===== src/rtl/shader_pkg.sv =====
// Shared definitions for the shader sequencer.
//   - NUM_SHADERS_DEF : default number of shader programs
//   - SH_*            : shader program IDs as seen on shader_select
//   - press_state_t   : button press classifier states
//   - cnt_w()         : width of a counter that must hold 0..n-1 (min 1 bit)
package shader_pkg;

  localparam int NUM_SHADERS_DEF = 7;

  localparam logic [3:0] SH_HGRAD    = 4'd0;
  localparam logic [3:0] SH_VGRAD    = 4'd1;
  localparam logic [3:0] SH_RADIAL   = 4'd2;
  localparam logic [3:0] SH_CHECKER  = 4'd3;
  localparam logic [3:0] SH_SINE     = 4'd4;
  localparam logic [3:0] SH_SPIRAL   = 4'd5;
  localparam logic [3:0] SH_TRIANGLE = 4'd6;

  typedef enum logic [1:0] {
    ST_IDLE,
    ST_PRESSED,
    ST_HELD
  } press_state_t;

  function automatic int cnt_w(input int n);
    return (n > 1) ? $clog2(n) : 1;
  endfunction

endpackage


===== src/rtl/button_debounce.sv =====
// Button synchronizer + debouncer.
//   clk, rst  : pixel clock, async active-high reset
//   button_n  : raw active-low button, asynchronous to clk
//   btn       : debounced level, 1 = pressed
// The raw input passes a two-flop synchronizer (reset to the released
// level). The debounced level only flips after the synchronized level has
// disagreed with it for DEBOUNCE_CYCLES consecutive cycles.
module button_debounce
  import shader_pkg::*;
#(
  parameter int DEBOUNCE_CYCLES = 270000
) (
  input  logic clk,
  input  logic rst,
  input  logic button_n,
  output logic btn
);

  localparam int            CW      = cnt_w(DEBOUNCE_CYCLES);
  localparam logic [CW-1:0] CNT_MAX = CW'(DEBOUNCE_CYCLES - 1);

  logic          sync1, sync2;
  logic          level;
  logic [CW-1:0] cnt;

  assign level = ~sync2;

  always_ff @(posedge clk or posedge rst) begin
    if (rst) begin
      sync1 <= 1'b1;
      sync2 <= 1'b1;
      cnt   <= '0;
      btn   <= 1'b0;
    end else begin
      sync1 <= button_n;
      sync2 <= sync1;
      if (level != btn) begin
        // Counter never passes CNT_MAX: it clears on acceptance.
        if (cnt == CNT_MAX) begin
          btn <= level;
          cnt <= '0;
        end else begin
          cnt <= cnt + 1'b1;
        end
      end else begin
        cnt <= '0;
      end
    end
  end

endmodule


===== src/rtl/shader_sequencer.sv =====
// Frame-synchronous shader program selector.
//   clk, rst       : pixel clock, async active-high reset
//   button_n       : raw active-low front-panel button
//   frame_start    : one-cycle pulse on the first cycle of every frame
//   shader_select  : committed shader index (changes only at frame start)
//   switch_pending : a new index is queued, waiting for frame_start
//   auto_mode      : auto-cycle mode active
// A short press advances to the next shader. With SHADER_SEQ_AUTO_EN
// defined, a long press toggles auto-cycle mode, which advances every
// AUTO_FRAMES frames. Without it, auto_mode is tied low and long presses
// are swallowed (the press FSM still passes through HELD).
module shader_sequencer
  import shader_pkg::*;
#(
  parameter int NUM_SHADERS       = NUM_SHADERS_DEF,
  parameter int DEBOUNCE_CYCLES   = 270000,
  parameter int LONG_PRESS_CYCLES = 27000000,
  parameter int AUTO_FRAMES       = 300
) (
  input  logic       clk,
  input  logic       rst,
  input  logic       button_n,
  input  logic       frame_start,
  output logic [3:0] shader_select,
  output logic       switch_pending,
  output logic       auto_mode
);

  if (NUM_SHADERS < 2 || NUM_SHADERS > 16 || AUTO_FRAMES < 1 ||
      DEBOUNCE_CYCLES < 1 || LONG_PRESS_CYCLES < 1) begin : g_param_check
    $error("shader_sequencer: parameter out of range");
  end

  localparam int            HW       = cnt_w(LONG_PRESS_CYCLES);
  localparam logic [HW-1:0] HOLD_MAX = HW'(LONG_PRESS_CYCLES - 1);
  localparam logic [3:0]    IDX_MAX  = 4'(NUM_SHADERS - 1);

  logic          btn;
  press_state_t  state, state_nxt;
  logic [HW-1:0] hold_cnt;
  logic          short_fire, short_evt;
  logic          auto_adv, advance;
  logic [3:0]    next_idx;

  button_debounce #(
    .DEBOUNCE_CYCLES(DEBOUNCE_CYCLES)
  ) u_debounce (
    .clk      (clk),
    .rst      (rst),
    .button_n (button_n),
    .btn      (btn)
  );

  // Press classifier. Release wins over long-press qualification when both
  // land in the same cycle.
  always_comb begin
    state_nxt  = state;
    short_fire = 1'b0;
    case (state)
      ST_IDLE:    if (btn) state_nxt = ST_PRESSED;
      ST_PRESSED: begin
        if (!btn) begin
          state_nxt  = ST_IDLE;
          short_fire = 1'b1;
        end else if (hold_cnt == HOLD_MAX) begin
          state_nxt = ST_HELD;
        end
      end
      ST_HELD:    if (!btn) state_nxt = ST_IDLE;
      default:    state_nxt = ST_IDLE;
    endcase
  end

  always_ff @(posedge clk or posedge rst) begin
    if (rst) begin
      state     <= ST_IDLE;
      hold_cnt  <= '0;
      short_evt <= 1'b0;
    end else begin
      state     <= state_nxt;
      short_evt <= short_fire;
      // Hold time is measured only while PRESSED; saturates at HOLD_MAX.
      if (state != ST_PRESSED)
        hold_cnt <= '0;
      else if (hold_cnt != HOLD_MAX)
        hold_cnt <= hold_cnt + 1'b1;
    end
  end

`ifdef SHADER_SEQ_AUTO_EN
  localparam int            FW        = cnt_w(AUTO_FRAMES);
  localparam logic [FW-1:0] FRAME_MAX = FW'(AUTO_FRAMES - 1);

  logic          long_evt;
  logic          auto_q;
  logic [FW-1:0] frame_cnt;

  assign auto_adv  = auto_q && frame_start && (frame_cnt == FRAME_MAX);
  assign auto_mode = auto_q;

  always_ff @(posedge clk or posedge rst) begin
    if (rst) begin
      long_evt  <= 1'b0;
      auto_q    <= 1'b0;
      frame_cnt <= '0;
    end else begin
      long_evt <= (state == ST_PRESSED) && (state_nxt == ST_HELD);
      if (long_evt) begin
        auto_q    <= ~auto_q;
        frame_cnt <= '0;
      end else if (auto_q) begin
        // A manual advance restarts the dwell; expiry wraps to 0.
        if (short_evt || auto_adv)
          frame_cnt <= '0;
        else if (frame_start)
          frame_cnt <= frame_cnt + 1'b1;
      end
    end
  end
`else
  assign auto_adv  = 1'b0;
  assign auto_mode = 1'b0;
`endif

  // Coincident sources collapse into a single advance.
  assign advance = short_evt | auto_adv;

  // Commit samples next_idx before this cycle's advance lands, so a
  // coincident advance stays pending for the following frame.
  always_ff @(posedge clk or posedge rst) begin
    if (rst) begin
      next_idx       <= 4'd0;
      shader_select  <= 4'd0;
      switch_pending <= 1'b0;
    end else begin
      if (advance)
        next_idx <= (next_idx == IDX_MAX) ? 4'd0 : next_idx + 4'd1;
      if (frame_start && switch_pending)
        shader_select <= next_idx;
      if (advance)
        switch_pending <= 1'b1;
      else if (frame_start)
        switch_pending <= 1'b0;
    end
  end

endmodule


===== config.mk =====
export PLATFORM = sky130hd
export DESIGN_NAME = shader_sequencer
export DESIGN_NICKNAME = d
export VERILOG_FILES = /design/src/rtl/shader_pkg.sv /design/src/rtl/button_debounce.sv /design/src/rtl/shader_sequencer.sv
export SDC_FILE = /design/constraint.sdc
export NUM_CORES = 1
export LEC_CHECK = 0
export ABC_CLOCK_PERIOD_IN_PS = 3100
export CAP_MARGIN = 10
export CORE_MARGIN = 10
export CORE_UTILIZATION = 40
export CTS_CLUSTER_SIZE = 25
export DETAILED_ROUTE_END_ITERATION = 8
export PLACE_DENSITY = 0.58
export RECOVER_POWER = 100
export SYNTH_ARGS = -nofsm -noshare
export SYNTH_HDL_FRONTEND = slang
export SYNTH_SLANG_ARGS = --single-unit

===== constraint.sdc =====
create_clock -name clk -period 3.1 [get_ports clk]
set_input_delay 0.31 -clock clk [delete_from_list [all_inputs] [get_ports clk]]
set_output_delay 0.31 -clock clk [all_outputs]
set_load 0.03 [all_outputs]

==> Word-level counts from Yosys, hierarchy flattened <==
Index checks and enable logic that the tools add are counted.
{ "word_totals": {"ff_bits": 59, "latch_bits": 0, "ram_bits": 0, "rom_bits": 0, "inputBits": 4, "out_inout_bits": 6, "elab_cells": 45, "n_memories": 0} }
{ "classes": {"addsub": 3, "mul": 0, "div_mod_pow": 0, "n_lt_le_gt_ge": 0, "n_eq_ne": 11, "shifts": 0, "mux": 14, "n_bitwise": 1, "n_reduce_logical": 6} }
{ "op_table": {"columns": ["operator", "n"], "rows": [
  ["$mux W25", 2],
  ["$mux W19", 2],
  ["$add A25 B1 Y25 const B", 1],
  ["$eq A25 B25 Y1 const B", 1],
  ["$ne A25 B25 Y1 const B", 1],
  ["$add A19 B1 Y19 const B", 1],
  ["$eq A19 B19 Y1 const B", 1],
  ["$mux W2", 4],
  ["$pmux W2 S3", 1],
  ["$add A4 B1 Y4 const B", 1],
  ["$eq A4 B3 Y1 const B", 1],
  ["$mux W1", 4],
  ["$mux W4", 1],
  ["$ne A2 B1 Y1 const B", 2],
  ["$reduce_bool A2 Y1", 2],
  ["$ne A3 B3 Y1 const B", 1],
  ["$reduce_and A3 Y1", 1],
  ["$eq A2 B1 Y1 const B", 1],
  ["$eq A2 B2 Y1 const B", 1],
  ["$logic_not A2 Y1", 1],
  ["$ne A2 B2 Y1 const B", 1],
  ["$reduce_and A2 Y1", 1],
  ["$logic_and A1 B1 Y1", 1],
  ["$ne A1 B1 Y1", 1],
  ["$not A1 Y1", 1]
]} }

==> Depth between registers and ports, before layout <==
{ "logic_depth": {"ltp_word": 4, "mapped_depth": 8, "ltp_nobuf": 6} }

==> Hierarchy <==
From an unflattened synthesis, not the netlist that was laid out.
{ "unflattened": {"hier_cells": 287, "area_unflattened_um2": 2936.6} }
{ "by_module_without_submodules": {"columns": ["module", "n_inst", "cells_each", "area_per_inst_um2"], "rows": [
  ["shader_sequencer", 1, 183, 1839.3],
  ["button_debounce", 1, 104, 1097.3]
]} }

==> Least setup slack after synthesis <==
OpenSTA, ideal clock, no wires.
{ "synth_path": {"path_kind": "reg2reg", "from": "register hold_cnt[0]", "to": "register hold_cnt[5]", "setup_time_ns": 0.078, "arrival_time_ns": 1.525, "required_time_ns": 3.022, "setup_slack_ns": 1.497, "path_stages_with_launch": 8, "n_path_buf": 1, "path_cell_list": "dfrtp_1 -> ha_1 -> nand2_1 -> nor4_4 -> and2_4 -> buf_6 -> or3_1 -> a21oi_1"} }
{ "synth_via": {"elab_chain_cells": 3, "word_cells_on_any_way": 5, "classes_between": "add/sub: 1; eq/ne: 1; mux: 2; reduce/logical: 1"} }
{ "synth_rtl": {"columns": ["item", "line", "rtl"], "rows": [
  ["start: declaration", "shader_sequencer.sv:40", "logic [HW-1:0] hold_cnt;"],
  ["start signal: assignment", "shader_sequencer.sv:86", "hold_cnt <= hold_cnt + 1'b1;"],
  ["$add A25 B1 Y25", "shader_sequencer.sv:86", null],
  ["$mux W25", "shader_sequencer.sv:85", "else if (hold_cnt != HOLD_MAX)"],
  ["$mux W25", "shader_sequencer.sv:83", "if (state != ST_PRESSED)"]
]} }
Several ways; a longest one is shown, not always the timed one. The select of a mux whose other input is x is not followed.
A chain may end at the register's enable or synchronous reset.

==> Worst setup path after layout <==
{ "layout_path": {"from": "register hold_cnt[0]", "to": "register hold_cnt[1]"} }
Same word-level chain as after synthesis.

==> flow_metrics.env <==
export IMPL_cts_buffer_depth=2
export IMPL_grt_use_total_pct=9.88
export IMPL_finalWirelength_mm=4.90
export IMPL_layout_setup_ws_ns=1.01
export IMPL_ios=10
export IMPL_place_hpwl_mm=3.32
export IMPL_drc=0
export IMPL_cts_buffers=9
export IMPL_place_gp_congestion=0.776
export IMPL_firstDrtPassIters=4
export IMPL_rsz0062_at_grt="false"
export IMPL_grt_pass1_vias=1899
export IMPL_hold_class="reg2reg"
export IMPL_cts_tree="done"
export IMPL_syn_num_nets=288
export IMPL_cp_end_kind="register"
export IMPL_min_period_ns=2.09
export IMPL_fin_cells=392
export IMPL_dieHeight_um=104
export IMPL_async_flop_share_pct=100
export IMPL_max_freq_mhz=478
export IMPL_ys_types=40
export IMPL_critical_path_class="reg2reg"
export IMPL_antenna_found_initial=0
export IMPL_worstSkewPairLatency_ns=0.34
export IMPL_p_per_area_mw_per_mm2=502
export IMPL_wl_per_cell_um=12.5
export IMPL_critPathRequiredTime_ns=3.29
export IMPL_place_ws_ns=1.14
export IMPL_slew_viol_final=0
export IMPL_worstPathMaxFanout=6
export IMPL_ant_nets=0
export IMPL_finalCritPeriodShare_pct=67.4
export IMPL_syn_cell_area_mm2=0.00283
export IMPL_cts_resized=0
export IMPL_crit_arrival_ns=2.28
export IMPL_max_cap_violations=0
export IMPL_whs_path_depth=0
export IMPL_path_clk_slew_ns=0.07
export IMPL_fin_util_pct=46.1
export IMPL_syn_area_per_cell_um2=10.0
export IMPL_grt_pass1_wl_mm=8.77
export IMPL_io_buffer_count=8
export IMPL_leakagePower_nw=1.31
export IMPL_drtIter0Drc=47
export IMPL_setup_viol=0
export IMPL_cts_setup_buffers=0
export IMPL_ys_seq_elements=59
export IMPL_tightestPinTransition_ns=1.03
export IMPL_area_delta_synth_final_pct=11.4
export IMPL_yosysWarnings=0
export IMPL_synth_ff_type="dfrtp_1"
export IMPL_routed_via_density=4.84
export IMPL_initial_utilization_pct=41.4
export IMPL_finalClockSkew_ns=0.00697
export IMPL_start_kind="register"
export IMPL_status="complete, no violations"
export IMPL_hold_viol_final=0
export IMPL_rows=30
export IMPL_slew_headroom_pct=31.6
export IMPL_r2r_cells=6
export IMPL_synth_cells=282
export IMPL_ys_seq_area_share_pct=52.3
export IMPL_h_tree_depth=3
export IMPL_die_width_um=104
export IMPL_coreArea_mm2=0.00683
export IMPL_peakVddDrop_mv=0.272
export IMPL_fillers=673
export IMPL_placed_cells=377
export IMPL_grt_ovfl_total=0
export IMPL_drive_gt1_share_pct=8.45
export IMPL_clock_sinks=59
export IMPL_final_setup_tns_ns=0
export IMPL_hold_buffers=0
export IMPL_r2r_slack_ns=1.01
export IMPL_grt_max_degree=34
export IMPL_vias=1899
export IMPL_cts_root_buffer="clkbuf_8"
export IMPL_fin_nets=298
export IMPL_die_area_mm2=0.0108
export IMPL_diodes=0
export IMPL_synth_edf_count=0
[worst max-delay path: stages, from the launching register on]
cell and delay [ns]:
dfrtp_1 0.41, ha_1 0.20, nand2_1 0.11, nor4_1 0.54, and2_0 0.40, mux2i_1 0.23, nor2_1 0.06
[through the flow]
step / power, W / cell area (um^2) / hold WS (ns)
5_1_grt: 0.00164 / 3150 / 0.361
3_5_place_dp: 0.000828 / 2990 / 0.347
2_1_floorplan: 0.000816 / 2830 / 0.314
4_1_cts: 0.00161 / 3200 / 0.353
6_report: 0.00158 / 3150 / 0.352
3_3_place_gp: 0.000828 / 2990 / 0.349
[final timing paths]
check,from,end
setup / recovery,hold_cnt[0],hold_cnt[1]
hold / removal,u_debounce.sync1,u_debounce.sync2
setup reg to reg,hold_cnt[0],hold_cnt[1]
hold reg to reg,u_debounce.sync1,u_debounce.sync2
max in group asynchronous,rst,hold_cnt[7]
min in group asynchronous,rst,u_debounce.cnt[5]
[cell families after synthesis]
family | synth area share (%)
and+or+nand+nor | 25.4
AOI/OAI and AO/OA | 3.63
adders and majority gates | 0.886
other | 0.133
xor gates and xnor gates | 12.1
buffers and inverters | 3.19
muxes | 2.30
DFF | 52.3
[where the power goes]
group | switching (W) | leakage, nW | total (W) | internal [W]
Clock | 0.000304 | 0.108 | 0.000771 | 0.000467
Sequential | 0.00000316 | 0.815 | 0.000779 | 0.000775
Combinational | 0.0000235 | 0.388 | 0.0000302 | 0.00000672
Total | 0.000330 | 1.31 | 0.00158 | 0.00125
[cells in the final DEF, fill, tap and decap left out, types with 5 or more instances in the layout]
master         count
a21oi_1            8
and3_1             5
clkbuf_8          10
dfrtp_1           57
dlygate4sd3_1      8
inv_1              9
nand2_1           20
nand3_1           19
nand4_1           14
nor2_1            52
nor3_1             7
xnor2_1           21
xor2_1            18
[routing by layer]
layer	wire, um	GRT usage, %	vias to the layer above
met5	0	0	-
met4	120	4.57	0
met3	175	4.03	12
met2	2230	15.0	16
met1	2380	12.0	903
li1	-	-	968
[sequential cells by signal (all words and copies together) (netlist names)]
signal	cells
shader_select	4
u_debounce.sync2	1
u_debounce.sync1	1
u_debounce.cnt	19
hold_cnt	25
u_debounce.btn	1
advance	1
state	2
next_idx	4
switch_pending	1
[layout make-up]
type                            instances  area, um^2  area share (%)
Clock buffer                           10         138            4.37
Clock inverter                          5        77.6            2.47
Inverter                                9        33.8            1.07
Multi-Input combinational cell        204        1210            38.6
Sequential cell                        59        1480            47.0
Tap cell                               96         120            3.82
Timing Repair Buffer                    9        85.1            2.70
[synth_stat cells (5+ instances only)]
master	instances	share of area, %
and3_1	5	1.1
dfrtp_1	57	50
clkbuf_1	6	0.80
xor2_1	18	5.6
nand4_1	14	3.1
nor3_1	6	1.1
xnor2_1	21	6.5
nor2_1	52	6.9
nand3_1	18	3.2
nand2_1	20	2.7
a21oi_1	8	1.4
inv_1	9	1.2
Power figures use the tool's default switching activity.
